==> src/rtl/fx_sqrt_seq_if.sv <==
// -----------------------------------------------------------------------------
// fx_sqrt_seq_if
//   Handshake bundle for the sequential Q11.21 square-root unit.
//   Operand side : in_valid / in_ready / x
//   Result side  : out_valid / out_ready / result / err
//   master : producer of operands and consumer of results (e.g. a testbench)
//   slave  : the square-root unit itself
// -----------------------------------------------------------------------------
interface fx_sqrt_seq_if #(
  parameter int WIDTH = 32
);
  logic             in_valid;
  logic             in_ready;
  logic [WIDTH-1:0] x;
  logic             out_valid;
  logic             out_ready;
  logic [WIDTH-1:0] result;
  logic             err;

  modport master (
    output in_valid, x, out_ready,
    input  in_ready, out_valid, result, err
  );

  modport slave (
    input  in_valid, x, out_ready,
    output in_ready, out_valid, result, err
  );
endinterface

==> src/rtl/fx_sqrt_seq.sv <==
// -----------------------------------------------------------------------------
// fx_sqrt_seq
//   Multi-cycle square root of a signed Qm.f operand (Q11.21 by default).
//   Computes floor(sqrt(x << FRAC_BITS)) with a radix-2 non-restoring integer
//   square root, one result bit per clock, so the result carries the same
//   number of fractional bits as the operand. One operation in flight.
//
// Ports
//   clk  : rising-edge clock
//   rst  : asynchronous, active-high reset
//   bus  : fx_sqrt_seq_if.slave
//            in_valid/in_ready/x             operand handshake
//            out_valid/out_ready/result/err  result handshake
//          result is always >= 0; err flags a negative operand (result = 0).
//
// Timing
//   out_valid rises ITER+1 edges after the accept edge (counting the accept
//   edge itself), or on the accept edge for a negative operand. DONE always
//   returns to IDLE through one extra edge, so throughput is one op per
//   ITER+2 cycles.
// -----------------------------------------------------------------------------
module fx_sqrt_seq #(
  parameter int WIDTH     = 32,
  parameter int FRAC_BITS = 21
) (
  input  logic          clk,
  input  logic          rst,
  fx_sqrt_seq_if.slave  bus
);

  // Radicand is the operand shifted up by FRAC_BITS, padded to an even width
  // so that it can be consumed two bits per iteration.
  localparam int RAD_RAW = WIDTH + FRAC_BITS;
  localparam int RAD_W   = RAD_RAW + (RAD_RAW % 2);
  localparam int ITER    = RAD_W / 2;
  // The partial remainder never exceeds 2*root+1 before shifting, so ITER+2
  // bits hold the shifted remainder without overflow.
  localparam int REM_W   = ITER + 2;
  localparam int CNT_W   = (ITER > 1) ? $clog2(ITER) : 1;

  localparam logic [CNT_W-1:0] CNT_LAST = CNT_W'(ITER - 1);

  typedef enum logic [1:0] {
    S_IDLE = 2'd0,
    S_CALC = 2'd1,
    S_DONE = 2'd2
  } state_t;

  // ---------------------------------------------------------------------------
  // Registers
  // ---------------------------------------------------------------------------
  state_t             state_q,  state_d;
  logic [RAD_W-1:0]   rad_q,    rad_d;
  logic [REM_W-1:0]   rem_q,    rem_d;
  logic [ITER-1:0]    root_q,   root_d;
  logic [CNT_W-1:0]   cnt_q,    cnt_d;
  logic [WIDTH-1:0]   result_q, result_d;
  logic               err_q,    err_d;

  // ---------------------------------------------------------------------------
  // Combinational helpers
  // ---------------------------------------------------------------------------
  logic               accept;
  logic               x_neg;
  logic [RAD_W-1:0]   rad_load;
  logic [REM_W-1:0]   rem_shift;
  logic [REM_W-1:0]   trial;
  logic               take;
  logic [REM_W-1:0]   rem_sub;
  logic [ITER-1:0]    root_step;
  logic               last_iter;

  assign accept    = bus.in_valid && (state_q == S_IDLE);
  assign x_neg     = bus.x[WIDTH-1];

  // Zero-extend then scale; only reached for non-negative operands.
  assign rad_load  = {{(RAD_W - WIDTH){1'b0}}, bus.x} << FRAC_BITS;

  // Bring down the next two radicand bits and form the trial subtrahend
  // 4*root + 1 for this bit position.
  assign rem_shift = {rem_q[REM_W-3:0], rad_q[RAD_W-1 -: 2]};
  assign trial     = {root_q, 2'b01};
  assign take      = (rem_shift >= trial);
  assign rem_sub   = rem_shift - trial;
  assign root_step = {root_q[ITER-2:0], take};
  assign last_iter = (cnt_q == CNT_LAST);

  // ---------------------------------------------------------------------------
  // Next-state / datapath
  // ---------------------------------------------------------------------------
  always_comb begin
    state_d  = state_q;
    rad_d    = rad_q;
    rem_d    = rem_q;
    root_d   = root_q;
    cnt_d    = cnt_q;
    result_d = result_q;
    err_d    = err_q;

    unique case (state_q)
      S_IDLE: begin
        if (accept) begin
          rem_d    = '0;
          root_d   = '0;
          cnt_d    = '0;
          result_d = '0;
          if (x_neg) begin
            // Negative operand: no iterations, report straight away.
            rad_d   = '0;
            err_d   = 1'b1;
            state_d = S_DONE;
          end else begin
            rad_d   = rad_load;
            err_d   = 1'b0;
            state_d = S_CALC;
          end
        end
      end

      S_CALC: begin
        rem_d  = take ? rem_sub : rem_shift;
        root_d = root_step;
        rad_d  = {rad_q[RAD_W-3:0], 2'b00};
        if (last_iter) begin
          cnt_d    = '0;
          result_d = {{(WIDTH - ITER){1'b0}}, root_step};
          state_d  = S_DONE;
        end else begin
          cnt_d = cnt_q + CNT_W'(1);
        end
      end

      S_DONE: begin
        // result_q/err_q are untouched here, so they stay stable while the
        // consumer stalls.
        if (bus.out_ready) begin
          state_d = S_IDLE;
        end
      end

      default: begin
        state_d = S_IDLE;
      end
    endcase
  end

  // ---------------------------------------------------------------------------
  // State register
  // ---------------------------------------------------------------------------
  always_ff @(posedge clk or posedge rst) begin
    if (rst) begin
      state_q  <= S_IDLE;
      rad_q    <= '0;
      rem_q    <= '0;
      root_q   <= '0;
      cnt_q    <= '0;
      result_q <= '0;
      err_q    <= 1'b0;
    end else begin
      state_q  <= state_d;
      rad_q    <= rad_d;
      rem_q    <= rem_d;
      root_q   <= root_d;
      cnt_q    <= cnt_d;
      result_q <= result_d;
      err_q    <= err_d;
    end
  end

  // ---------------------------------------------------------------------------
  // Outputs
  // ---------------------------------------------------------------------------
  always_comb begin
    bus.in_ready  = (state_q == S_IDLE);
    bus.out_valid = (state_q == S_DONE);
    bus.result    = result_q;
    bus.err       = err_q;
  end

endmodule

==> src/flat_wrapper.sv <==
// flat-port wrapper written by rule: the top's interface ports become plain ports
module fx_sqrt_seq_flat 
#(
  parameter int WIDTH     = 32,
  parameter int FRAC_BITS = 21
)
  (clk, rst, bus_in_valid, bus_x, bus_out_ready, bus_in_ready, bus_out_valid, bus_result, bus_err);
  fx_sqrt_seq_if #(.WIDTH(WIDTH)) bus_i ();
  input  logic clk;
  input  logic rst;
  input wire logic [$bits(bus_i.in_valid)-1:0] bus_in_valid;
  input wire logic [$bits(bus_i.x)-1:0] bus_x;
  input wire logic [$bits(bus_i.out_ready)-1:0] bus_out_ready;
  output wire logic [$bits(bus_i.in_ready)-1:0] bus_in_ready;
  output wire logic [$bits(bus_i.out_valid)-1:0] bus_out_valid;
  output wire logic [$bits(bus_i.result)-1:0] bus_result;
  output wire logic [$bits(bus_i.err)-1:0] bus_err;
  assign bus_i.in_valid = bus_in_valid;
  assign bus_i.x = bus_x;
  assign bus_i.out_ready = bus_out_ready;
  assign bus_in_ready = bus_i.in_ready;
  assign bus_out_valid = bus_i.out_valid;
  assign bus_result = bus_i.result;
  assign bus_err = bus_i.err;
  fx_sqrt_seq #(.WIDTH(WIDTH), .FRAC_BITS(FRAC_BITS)) u_core (.clk(clk), .rst(rst), .bus(bus_i));
endmodule
==> config.mk <==
export PLATFORM = sky130hd
export DESIGN_NAME = fx_sqrt_seq_flat
export DESIGN_NICKNAME = d
export VERILOG_FILES = /design/src/rtl/fx_sqrt_seq_if.sv /design/src/rtl/fx_sqrt_seq.sv /design/src/flat_wrapper.sv
export SDC_FILE = /design/constraint.sdc
export NUM_CORES = 1
export LEC_CHECK = 0
export BUFFER_PORTS_ARGS = -buffer_cell sky130_fd_sc_hd__buf_4
export CORE_UTILIZATION = 24
export CTS_BUF_LIST = sky130_fd_sc_hd__clkbuf_2
export CTS_CLUSTER_SIZE = 8
export DETAILED_ROUTE_END_ITERATION = 10
export HOLD_SLACK_MARGIN = 0.12
export MAX_ROUTING_LAYER = met4
export PLACE_DENSITY = 0.4
export RECOVER_POWER = 50
export SLEW_MARGIN = 20
export SYNTH_ARGS = -nofsm -noshare
export SYNTH_HDL_FRONTEND = slang
export SYNTH_SLANG_ARGS = --single-unit
==> constraint.sdc <==
create_clock -name clk -period 4.6 [get_ports clk]
set_input_delay 0.23 -clock clk [delete_from_list [all_inputs] [get_ports clk]]
set_output_delay 0.23 -clock clk [all_outputs]
set_load 0.02 [all_outputs]
==> results of run 1 <==
## how the worst max path moves through the flow
stage / startpoint / to
2_1_floorplan: rst / u_core.bus.err
3_3_place_gp: u_core.root_q[4] / u_core.bus.result[0]
3_5_place_dp: u_core.root_q[4] / u_core.bus.result[0]
4_1_cts: u_core.root_q[4] / u_core.rem_q[11]
5_1_grt: u_core.root_q[4] / u_core.rem_q[11]
6_report: u_core.root_q[4] / u_core.rem_q[11]
## routing by layer
layer | vias up | global-route usage [%]
met5 | - | -
met4 | 0 | 4.11
met3 | 15 | 2.91
met2 | 109 | 22.4
met1 | 2695 | 18.1
li1 | 2814 | -
## area by class of cell
type | count | area share [%]
inverters | 38 | 1.78
multi-input cells | 542 | 39.3
repair buffers | 136 | 13.9
diodes | 1 | 0.0310
flip-flops and latches | 122 | 37.8
clock inverters | 5 | 0.279
clock buffers | 26 | 1.61
well taps | 341 | 5.29
## registers in the layout, summed over array words and instances, names as in the netlist
name	flops
u_core.rad_q	33
u_core.state_q	2
u_core.bus.err	1
u_core.rem_q	27
u_core.bus.result	27
u_core.cnt_q	5
u_core.root_q	27
## worst max-delay path: stages, from the launching register on
cell and delay [ns]:
dfrtp_1 0.39, inv_1 0.06, ha_1 0.40, a211oi_1 0.28
o21bai_1 0.16, a221oi_2 0.43, o21ai_2 0.15, a21oi_2 0.25
o31a_1 0.17, buf_4 0.45, mux2i_1 0.24, o21ai_0 0.10
## through the flow
step | hold WS (ns) | instances
detailed placement | 0.462 | 1115
global route | 0.273 | 1211
global placement | 0.453 | 1115
finish | 0.356 | 1211
CTS | 0.185 | 1210
floorplan | 0.359 | 748
## cells in the final DEF (no fill, tap or decap), drive strengths merged, types with 6 or more instances in the layout
| cell type | n |
|---|---|
| nor2 | 43 |
| a21oi | 51 |
| a32oi | 8 |
| dfrtp | 122 |
| o21ai | 122 |
| mux2i | 6 |
| nor2b | 8 |
| xnor2 | 14 |
| xor2 | 8 |
| o311ai | 12 |
| nand2b | 7 |
| o21a | 6 |
| ha | 31 |
| o31ai | 6 |
| buf | 54 |
| inv | 37 |
| nand3 | 20 |
| nand2 | 129 |
| nand4 | 7 |
| dlygate4sd3 | 64 |
| clkbuf | 44 |
## kinds of logic after synthesis
logic type | Yosys count | synth area share, %
flops | 122 | 46.7
other cells | 1 | 0.0573
fa+ha+maj | 31 | 5.93
mux | 9 | 1.43
buf+inv | 84 | 5.33
xor+xnor | 22 | 2.94
simple gates | 235 | 15.6
compound gates | 240 | 22.0
## repair_timing
action | 4_1_cts | 5_1_grt
gates resized for setup | 0 | 0
hold buffers | 64 | 0
endpoints found under the hold margin | 93 | 0
## power by group through the flow
stage / sequential (mW) / clock, mW / combinational (mW)
after floorplan: 1.48 / 0 / 2.11
after CTS: 1.52 / 0.599 / 2.82
after global routing: 1.55 / 0.647 / 3.16
after global placement: 1.54 / 0 / 2.76
after detailed placement: 1.54 / 0 / 2.73
final: 1.52 / 0.563 / 2.78
==> metrics.cfg, run 1 <==
[routing]
via_per_inst = 4.65
finalWirelength_um = 18000
met3_length_um = 678
wl_per_cell_um = 14.9
highest_layer = met4
met2_length_um = 8520
drtIter0Drc = 310
drcViolationCount = 0
drt_pre_antenna_iters = 4
vias = 5633
drt.antenna.violating_nets = 0
m1WireLength_um = 8630

[sta]
setup_slack_ns = 1.34
setup_violations = 0
fin_crit_ns = 3.26
hold_violations = 0
fin_crit_sh_pct = 70.8
max-slew-margin-rel_pct = -96.3
finalSetupTns_ns = 0
finalClockSkew_ns = 0.0324
max_freq_mhz = 307
rsz0062_at_grt = false
worstMarginPinSlew_ns = 2.93
slew_violations = 62

[logic_synthesis]
yosys_warnings = 0
synthArstFlopShare_pct = 100
synth_most_common_cell = nand2_1
synth_top_area_share_pct = 46.7
syn_area_um2 = 6540
ys_seq_area_share_pct = 46.7
yosys-top-cells-area = dfrtp_1, o21ai_0, nand2_1
synth_edf_count = 0
ys_ff_latch = 122
yosys.area.top_type = dfrtp_1
ys.flop_type = dfrtp_1
netlist_top_cells_count = nand2_1, dfrtp_1, o21ai_0
synth_cells = 744
syn_area_per_cell_um2 = 8.80
synthDistinctLibCells = 58

[power_and_ir_drop]
max-vdd-ir-drop_v = 0.000339
comb_power_share_pct = 57.2
p_int_mw = 2.57
p_leak_nw = 3.45
finalPower_mw = 4.86
power_density_nw_per_um2 = 603
pwr-share-clk_pct = 11.6
p_sw_mw = 2.29
p_seq_share_pct = 31.2
swShare_pct = 47.1

[cts]
clock_latency_ns = 0.70
cts_max_level = 4
clockBufferDepth = 2
cts_root_buffer = clkbuf_2
cts_buffers = 17
cts_num_sinks = 122
postCtsSetupRepairBufs = 0
cts_tree = done
clk_pin_slew_ns = 0.19

[cells_and_area]
fill_cells = 2922
final_util_pct = 30.0
multi_input_area_um2 = 3170
syn_to_final_growth_pct = 23.3
fin_area_um2 = 8070
area.sequential_um2 = 3050
final_nets = 924
drive_gt1_share_pct = 11.9

[die]
design.die.area_um2 = 27900
std_cell_rows = 60
start_util_pct = 24.3
io_pins = 71
core_area_um2 = 26900
die_w_um = 167
die_h_um = 167

[outcome]
violations = capacitance limit, slew limit
status = finished with violations

[global_route]
grt_pass1_vias = 5854
grt_overflow = 0
grt_max_degree = 62
track_usage_pct = 14.1
grt_pass1_wl_um = 30600
antenna_found_initial = 1

[setup_path]
required_ns = 5.15
crit_fanout = 47
worst_setup_path_end_kind = register
startpoint_type = register
critical_path_class = register to register
crit_arrival_ns = 3.81
rr_worst_depth = 11
regToRegSetupSlack_ns = 1.34
r2r-end = u_core.rem_q[11]
rr_startpoint = u_core.root_q[4]

[hold_path]
hold-path-cell-count = 3
holdPathEnd = u_core.state_q[0]
min-delay-path-class = input pin to register
min_from = bus_x[31]

[job]
cap_viol_max_count = 1

[placed_design]
place_area_um2 = 7340
gp_congestion = 0.804
hpwl_um = 11600
portBuffers = 65
dp_slack_ns = 1.38

(Power assumes the default switching activity.)
==> run 2, diff against run 1 <==
--- a/config.mk
+++ b/config.mk
@@ -5,6 +5,7 @@
 export SDC_FILE = /design/constraint.sdc
 export NUM_CORES = 1
 export LEC_CHECK = 0
+export ABC_AREA = 1
 export BUFFER_PORTS_ARGS = -buffer_cell sky130_fd_sc_hd__buf_4
 export CORE_UTILIZATION = 24
 export CTS_BUF_LIST = sky130_fd_sc_hd__clkbuf_2
==> constraint.sdc (replaced) <==
create_clock -name clk -period 3.3 [get_ports clk]
set_input_delay 0.165 -clock clk [delete_from_list [all_inputs] [get_ports clk]]
set_output_delay 0.165 -clock clk [all_outputs]
set_load 0.02 [all_outputs]
==> run 2 against run 1 <==
  * The run still ends with capacitance limit, slew limit left
  * Final area increased by 8.9%
  * Non-clock buffer count decreased by 11
  * Clock skew increased by 0.035 ns
  * Combinational power increased by 110%
  * Flip-flop and latch count unchanged
  * Clock power increased by 87%
  * Synthesized cell count increased by 32%
  * Sequential share of layout area decreased by 3.1 points
  * Largest cell class unchanged
==> metrics.cfg, run 2 <==
[logic_synthesis]
ys_seq_area_share_pct = 42.2  ; was 46.7%
synth_edf_count = 0  ; unchanged
synth_mux_area_share_pct = 0  ; was 1.43%
synth_most_common_cell = nand2_1  ; unchanged
synth_top_family_by_area = simple AND/OR/NAND/NOR gates  ; was compound AO/OA/AOI/OAI gates
synth_cells = 979  ; was 744
synthSimpleGateAreaFrac_pct = 28.4  ; was 15.6%
ys.flop_type = dfrtp_1  ; unchanged
netlist_top_cells_count = nand2_1, dfrtp_1, inv_1  ; was nand2_1, dfrtp_1, o21ai_0
ys_ff_latch = 122  ; unchanged
yosys_warnings = 0  ; unchanged
synth_top_area_share_pct = 42.2  ; was 46.7%
synth_xor_area_share_pct = 1.45  ; was 2.94%
synthArstFlopShare_pct = 100  ; unchanged
yosys-top-cells-area = dfrtp_1, nand2_1, inv_1  ; was dfrtp_1, o21ai_0, nand2_1
syn_area_um2 = 7230  ; was 6540 um^2
syn_area_per_cell_um2 = 7.39  ; was 8.80 um^2
synthAdderAreaFrac_pct = 5.36  ; was 5.93%
synth_compound_area_share_pct = 13.0  ; was 22.0%
synthDistinctLibCells = 39  ; was 58
yosys.area.top_type = dfrtp_1  ; unchanged

[hold_path]
min-delay-path-class = input pin to register  ; unchanged

[sta]
max-slew-margin-rel_pct = -21.0  ; was -96.3%
hold_violations = 0  ; unchanged
fin_hold_ws_ns = 0.178  ; was 0.356 ns
fin_crit_sh_pct = 79.1  ; was 70.8%
worstMarginPinSlew_ns = 1.82  ; was 2.93 ns
slew_violations = 123  ; was 62
finalClockSkew_ns = 0.0672  ; was 0.0324 ns
max_freq_mhz = 383  ; was 307 MHz
rsz0062_at_grt = false  ; unchanged
setup_violations = 0  ; unchanged
finalSetupTns_ns = 0  ; unchanged
fin_crit_ns = 2.61  ; was 3.26 ns

[die]
start_util_pct = 24.4  ; was 24.3%
die_h_um = 176  ; was 167 um
die_w_um = 176  ; was 167 um
core_area_um2 = 29600  ; was 26900 um^2
design.die.area_um2 = 30800  ; was 27900 um^2
io_pins = 71  ; unchanged
std_cell_rows = 63  ; was 60

[cts]
cts_resized = 0  ; unchanged
cts_root_buffer = clkbuf_2  ; unchanged
clock_latency_ns = 0.79  ; was 0.70 ns
cts_buffers = 17  ; unchanged
clk_pin_slew_ns = 0.31  ; was 0.19 ns
cts_tree = done  ; unchanged
hold_buffers = 46  ; was 64
postCtsSetupRepairBufs = 0  ; unchanged
cts_max_level = 4  ; unchanged
cts_num_sinks = 122  ; unchanged
clockBufferDepth = 2  ; unchanged

[cells_and_area]
final_nets = 1153  ; was 924
area.sequential_um2 = 3050  ; unchanged
fill_cells = 3370  ; was 2922
regMostFlops = u_core.rad_q  ; unchanged
stdcell_count = 1490  ; was 1211
layout_commonest_cell = nand2_1  ; unchanged
final_cell_mix = nand2_1, dfrtp_1, inv_1  ; was nand2_1, dfrtp_1, o21ai_0
drive_gt1_share_pct = 11.0  ; was 11.9%
largest_reg_flops = 33  ; unchanged
syn_to_final_growth_pct = 21.5  ; was 23.3%
multi_input_area_um2 = 3520  ; was 3170 um^2

[placed_design]
hpwl_um = 14900  ; was 11600 um
gp_congestion = 0.907  ; was 0.804
dp_cells = 1408  ; was 1115
portBuffers = 65  ; unchanged

[routing]
finalWirelength_um = 21200  ; was 18000 um
drt.antenna.violating_nets = 0  ; unchanged
drt_pre_antenna_iters = 5  ; was 4
drcViolationCount = 0  ; unchanged
wl_per_cell_um = 14.2  ; was 14.9 um
vias = 6556  ; was 5633
via_per_inst = 4.40  ; was 4.65
drtIter0Drc = 454  ; was 310

[power_and_ir_drop]
p_sw_mw = 5.01  ; was 2.29 mW
comb_power_share_pct = 63.8  ; was 57.2%
pwr-share-clk_pct = 11.3  ; was 11.6%
finalPower_mw = 9.26  ; was 4.86 mW
power_density_nw_per_um2 = 1050  ; was 603 nW/um^2
p_int_mw = 4.25  ; was 2.57 mW
swShare_pct = 54.1  ; was 47.1%
p_leak_nw = 4.38  ; was 3.45 nW
p_seq_share_pct = 24.9  ; was 31.2%
max-vdd-ir-drop_v = 0.000353  ; was 0.000339 V

[global_route]
grt_overflow = 0  ; unchanged
grt_pass1_vias = 6499  ; was 5854
antenna_found_initial = 1  ; unchanged
grt_max_degree = 123  ; was 62
grt_pass1_wl_um = 34900  ; was 30600 um
track_usage_pct = 14.8  ; was 14.1%

[job]
cap_viol_max_count = 1  ; unchanged

[setup_path]
crit_arrival_ns = 3.30  ; was 3.81 ns
required_ns = 3.99  ; was 5.15 ns
critical_path_class = register to register  ; unchanged
worst_setup_path_end_kind = register  ; unchanged
startpoint_type = register  ; unchanged
crit_fanout = 19  ; was 47

[outcome]
status = finished with violations  ; unchanged
violations = capacitance limit, slew limit  ; unchanged

==> run 2: cell count changes in the layout (fill, tap and decap cells not counted), moves of 29 or more <==
cell	change
o21ai_0	-46
nor2_1	+39
nand3_1	+54
inv_1	+82
nand2_1	+156
a22oi_1	+29
==> run 2: per-layer routing <==
layer,track usage [%],vias up,part of all wire (%)
met5,-,-,0
met3,2.97,19,3.4
met2,22.9,110,46
met4,3.73,0,1.3
li1,-,3368,-
met1,19.7,3059,50
==> run 2: power groups by stage <==
| stage | clock network (mW) | registers, mW | logic, mW |
|---|---|---|---|
| floorplan | 0 | 2.48 | 4.17 |
| global placement | 0 | 2.35 | 6.00 |
| detailed placement | 0 | 2.34 | 5.98 |
| CTS | 1.11 | 2.32 | 6.07 |
| global route | 1.18 | 2.37 | 6.70 |
| finish | 1.05 | 2.30 | 5.91 |
==> run 2: cell families (layout without fill, tap and decap cells) <==
kind of cell | count (synthesis) | count (layout)
AO/OA/AOI/OAI | 165 | 165
XOR/XNOR | 12 | 12
adder cells (fa/ha/maj) | 31 | 31
buffers and inverters | 163 | 279
flip-flops | 122 | 122
other | 1 | 6
AND/OR/NAND/NOR | 485 | 485
==> run 2: final cells by class <==
class                   count  share of cell area (%)
inverters                 122                    5.25
clock buffers              17                   0.968
flip-flops and latches    122                    34.7
repair buffers            125                    11.6
clock inverters            15                    1.85
diodes                      1                  0.0285
well taps                 390                    5.55
multi-input cells         698                    40.0
==> run 2: stage by stage <==
step | worst slack (ns) | utilization [%] | cell area [um^2]
3_5_place_dp | 0.716 | 27.4 | 8110
6_report | 0.689 | 29.7 | 8790
4_1_cts | 0.655 | 29.8 | 8820
5_1_grt | 0.376 | 29.7 | 8790
2_1_floorplan | 1.45 | - | 7250
3_3_place_gp | 0.683 | 27.4 | 8110
==> run 2: final timing paths <==
check	slack [ns]	cells past startpoint	end	start
hold reg to reg	0.52	2	u_core.rad_q[41]	u_core.rad_q[41]
setup / recovery	0.69	13	u_core.rem_q[7]	u_core.rem_q[9]
hold / removal	0.18	4	u_core.rad_q[49]	bus_x[28]
min in group asynchronous	1.06	5	u_core.rad_q[29]	rst
setup reg to reg	0.69	13	u_core.rem_q[7]	u_core.rem_q[9]
max in group asynchronous	0.95	5	u_core.root_q[14]	rst
==> run 2: critical path, stage by stage (launching register included) <==
cell     delay (ns)
dfrtp_1        0.48
ha_1           0.37
nand2_2        0.14
inv_1          0.05
nand2_1        0.06
nand2_1        0.10
a21oi_1        0.16
nand2_2        0.10
nand2_1        0.08
nand3_2        0.37
buf_4          0.37
nand2_1        0.08
nand2_1        0.04
o21ai_0        0.14
==> run 3, diff against run 2 <==
--- a/config.mk
+++ b/config.mk
@@ -13,7 +13,7 @@
 export DETAILED_ROUTE_END_ITERATION = 10
 export HOLD_SLACK_MARGIN = 0.12
 export MAX_ROUTING_LAYER = met4
-export PLACE_DENSITY = 0.4
+export PLACE_DENSITY = 0.41
 export RECOVER_POWER = 50
 export SLEW_MARGIN = 20
 export SYNTH_ARGS = -nofsm -noshare
==> constraint.sdc (replaced) <==
create_clock -name clk -period 2.13 [get_ports clk]
set_input_delay 0.1065 -clock clk [delete_from_list [all_inputs] [get_ports clk]]
set_output_delay 0.1065 -clock clk [all_outputs]
set_load 0.02 [all_outputs]
==> run 3 against run 2 <==
  * The flow now finishes without violations
  * Clock-buffer cell count did not move
  * Global-route usage rose by 0.54 points
  * Register-to-register slack got worse by 0.65 ns
  * Die area did not move
  * Final area rose by 20%
  * Maximum frequency rose by 25%
  * Via count rose by 5.7%
  * Utilization rose by 5.9 points
  * Final cell count rose by 6.2%
  * Clock power rose by 56%
  * Highest routed layer unchanged
==> metrics.cfg, run 3 (synthesized netlist as in run 2, its figures left out) <==
[placed_design]
portBuffers = 65  ; unchanged
dp_slack_ns = -0.0261  ; was 0.716 ns
dp_cells = 1463  ; was 1408
gp_congestion = 0.859  ; was 0.907
place_area_um2 = 8610  ; was 8110 um^2
hpwl_um = 15500  ; was 14900 um

[hold_path]
min-delay-path-class = input pin to register  ; unchanged

[die]
core_area_um2 = 29600  ; unchanged
die_w_um = 176  ; unchanged
design.die.area_um2 = 30800  ; unchanged
start_util_pct = 24.4  ; unchanged
std_cell_rows = 63  ; unchanged
io_pins = 71  ; unchanged
die_h_um = 176  ; unchanged

[sta]
worstMarginPinSlew_ns = 1.35  ; was 1.82 ns
setup_slack_ns = 0.0393  ; was 0.689 ns
finalClockSkew_ns = 0.0816  ; was 0.0672 ns
hold_violations = 0  ; unchanged
setup_violations = 0  ; unchanged
max_freq_mhz = 478  ; was 383 MHz
slew_violations = 0  ; was 123
fin_hold_ws_ns = 0.171  ; was 0.178 ns
rsz0062_at_grt = true  ; was false
fin_crit_sh_pct = 98.2  ; was 79.1%
fin_crit_ns = 2.09  ; was 2.61 ns
max-slew-margin-rel_pct = 9.98  ; was -21.0%

[global_route]
grt_pass1_vias = 6934  ; was 6499
track_usage_pct = 15.4  ; was 14.8%
grt_max_degree = 67  ; was 123
antenna_found_initial = 1  ; unchanged
grt_pass1_wl_um = 36400  ; was 34900 um
grt_overflow = 0  ; unchanged

[setup_path]
critPathMaxStageDelay_ns = 0.46  ; was 0.48 ns
critical_path_class = register to register  ; unchanged
crit_fanout = 7  ; was 19
startpoint_type = register  ; unchanged
required_ns = 2.79  ; was 3.99 ns
worst_setup_path_end_kind = register  ; unchanged
crit_arrival_ns = 2.76  ; was 3.30 ns
crit_chain = inv_2, ha_4, nand2_2, nand2_2, inv_2, nand2_2, nand2_2, nand2_2, a21oi_4, nand3_4, buf_8, nor2_1, nor2_1, nand2_1, nand2_1  ; was ha_1, nand2_2, inv_1, nand2_1, nand2_1, a21oi_1, nand2_2, nand2_1, nand3_2, buf_4, nand2_1, nand2_1, o21ai_0
cpMostUsedCell = nand2_2  ; was nand2_1
crit_slowest_cell = dfrtp_1  ; unchanged

[power_and_ir_drop]
max-vdd-ir-drop_v = 0.000687  ; was 0.000353 V
finalPower_mw = 18.4  ; was 9.26 mW
power_density_nw_per_um2 = 1750  ; was 1050 nW/um^2
p_leak_nw = 5.09  ; was 4.38 nW

[routing]
drt.antenna.violating_nets = 0  ; unchanged
drtIter0Drc = 287  ; was 454
drt_pre_antenna_iters = 4  ; was 5
drcViolationCount = 0  ; unchanged
vias = 6927  ; was 6556
via_per_inst = 4.38  ; was 4.40
wl_per_cell_um = 14.2  ; about the same
finalWirelength_um = 22500  ; was 21200 um

[cells_and_area]
stdcell_count = 1582  ; was 1490
layout_commonest_cell = nand2_1  ; unchanged
fin_area_um2 = 10500  ; was 8790 um^2
drive_gt1_share_pct = 30.4  ; was 11.0%
largest_reg_flops = 33  ; unchanged
final_cell_mix = nand2_1, buf_4, dfrtp_1  ; was nand2_1, dfrtp_1, inv_1
regMostFlops = u_core.rad_q  ; unchanged
final_nets = 1245  ; was 1153
syn_to_final_growth_pct = 45.7  ; was 21.5%
fill_cells = 3209  ; was 3370

[cts]
cts_max_level = 4  ; unchanged
cts_tree = done  ; unchanged
cts_num_sinks = 122  ; unchanged
clockBufferDepth = 2  ; unchanged
clock_latency_ns = 0.79  ; about the same
cts_buffers = 17  ; unchanged
clk_pin_slew_ns = 0.28  ; was 0.31 ns
cts_root_buffer = clkbuf_2  ; unchanged

[job]
cap_viol_max_count = 0  ; was 1

[outcome]
status = complete, no violations  ; was finished with violations

[run 3: cell types whose count changed in the layout (fill, tap and decap cells not counted), moves of 26 or more]
cell	previous run	this run
nand3_1	74	46
nand2_1	284	239
buf_4	59	141
nand3_2	2	28
nand2_2	9	38
[run 3: repair_timing]
| action | 4_1_cts | 5_1_grt |
|---|---|---|
| setup buffers | 5 | 20 |
| pin swaps | 5 | 35 |
| cloned | 0 | 3 |
| hold endpoints to repair | 219 | 1 |
| gates resized for setup | 22 | 176 |
| endpoints found under the setup margin | 25 | 29 |
| hold buffers | 57 | 1 |
[run 3: final cells by class]
| cell class | count | area [um^2] | area share [%] |
|---|---|---|---|
| Multi-Input combinational cell | 698 | 4320 | 41.0 |
| Inverter | 122 | 462 | 4.38 |
| Clock inverter | 15 | 171 | 1.63 |
| Sequential cell | 122 | 3060 | 29.0 |
| Antenna cell | 1 | 2.50 | 0.0238 |
| Timing Repair Buffer | 217 | 1950 | 18.5 |
| Clock buffer | 17 | 85.1 | 0.808 |
| Tap cell | 390 | 488 | 4.63 |
[run 3: path summary, 6_finish.rpt]
check | to | start | slack [ns] | cells past startpoint
max | u_core.rem_q[18] | u_core.root_q[14] | 0.04 | 15
min | u_core.rad_q[34] | bus_x[13] | 0.17 | 4
max reg2reg | u_core.rem_q[18] | u_core.root_q[14] | 0.04 | 15
min reg2reg | u_core.rem_q[26] | u_core.rem_q[26] | 0.53 | 2
max in group asynchronous | u_core.root_q[10] | rst | 0.34 | 5
min in group asynchronous | u_core.rad_q[27] | rst | 0.72 | 5
[run 3: metrics by stage]
stage / util, % / setup TNS [ns]
detailed placement: 29.1 / -0.0612
global route: 35.5 / -1.18
finish: 35.5 / 0
CTS: 32.4 / -0.0416
global placement: 29.1 / -0.151
floorplan: - / 0
[run 3: per-layer routing]
metal	track usage (%)	wire, um	vias to the layer above
met3	3.29	688	10
met5	-	0	-
li1	-	-	3567
met2	24.9	10800	80
met1	19.8	10900	3270
met4	2.83	131	0
[run 3: power breakdown]
| part | internal [mW] | switching (mW) | leakage [nW] |
|---|---|---|---|
| Sequential | 3.10 | 0.538 | 1.59 |
| Combinational | 5.63 | 7.52 | 3.35 |
| Clock | 0.401 | 1.24 | 0.147 |
| Total | 9.14 | 9.29 | 5.09 |
[run 3: critical path: cells and delay by family (launching register included)]
family                     cells  cell delay [ns]
buffers and inverters          3             0.36
DFF                            1             0.46
AOI/OAI and AO/OA              1             0.17
and+or+nand+nor               10             0.76
adders and majority gates      1             0.23
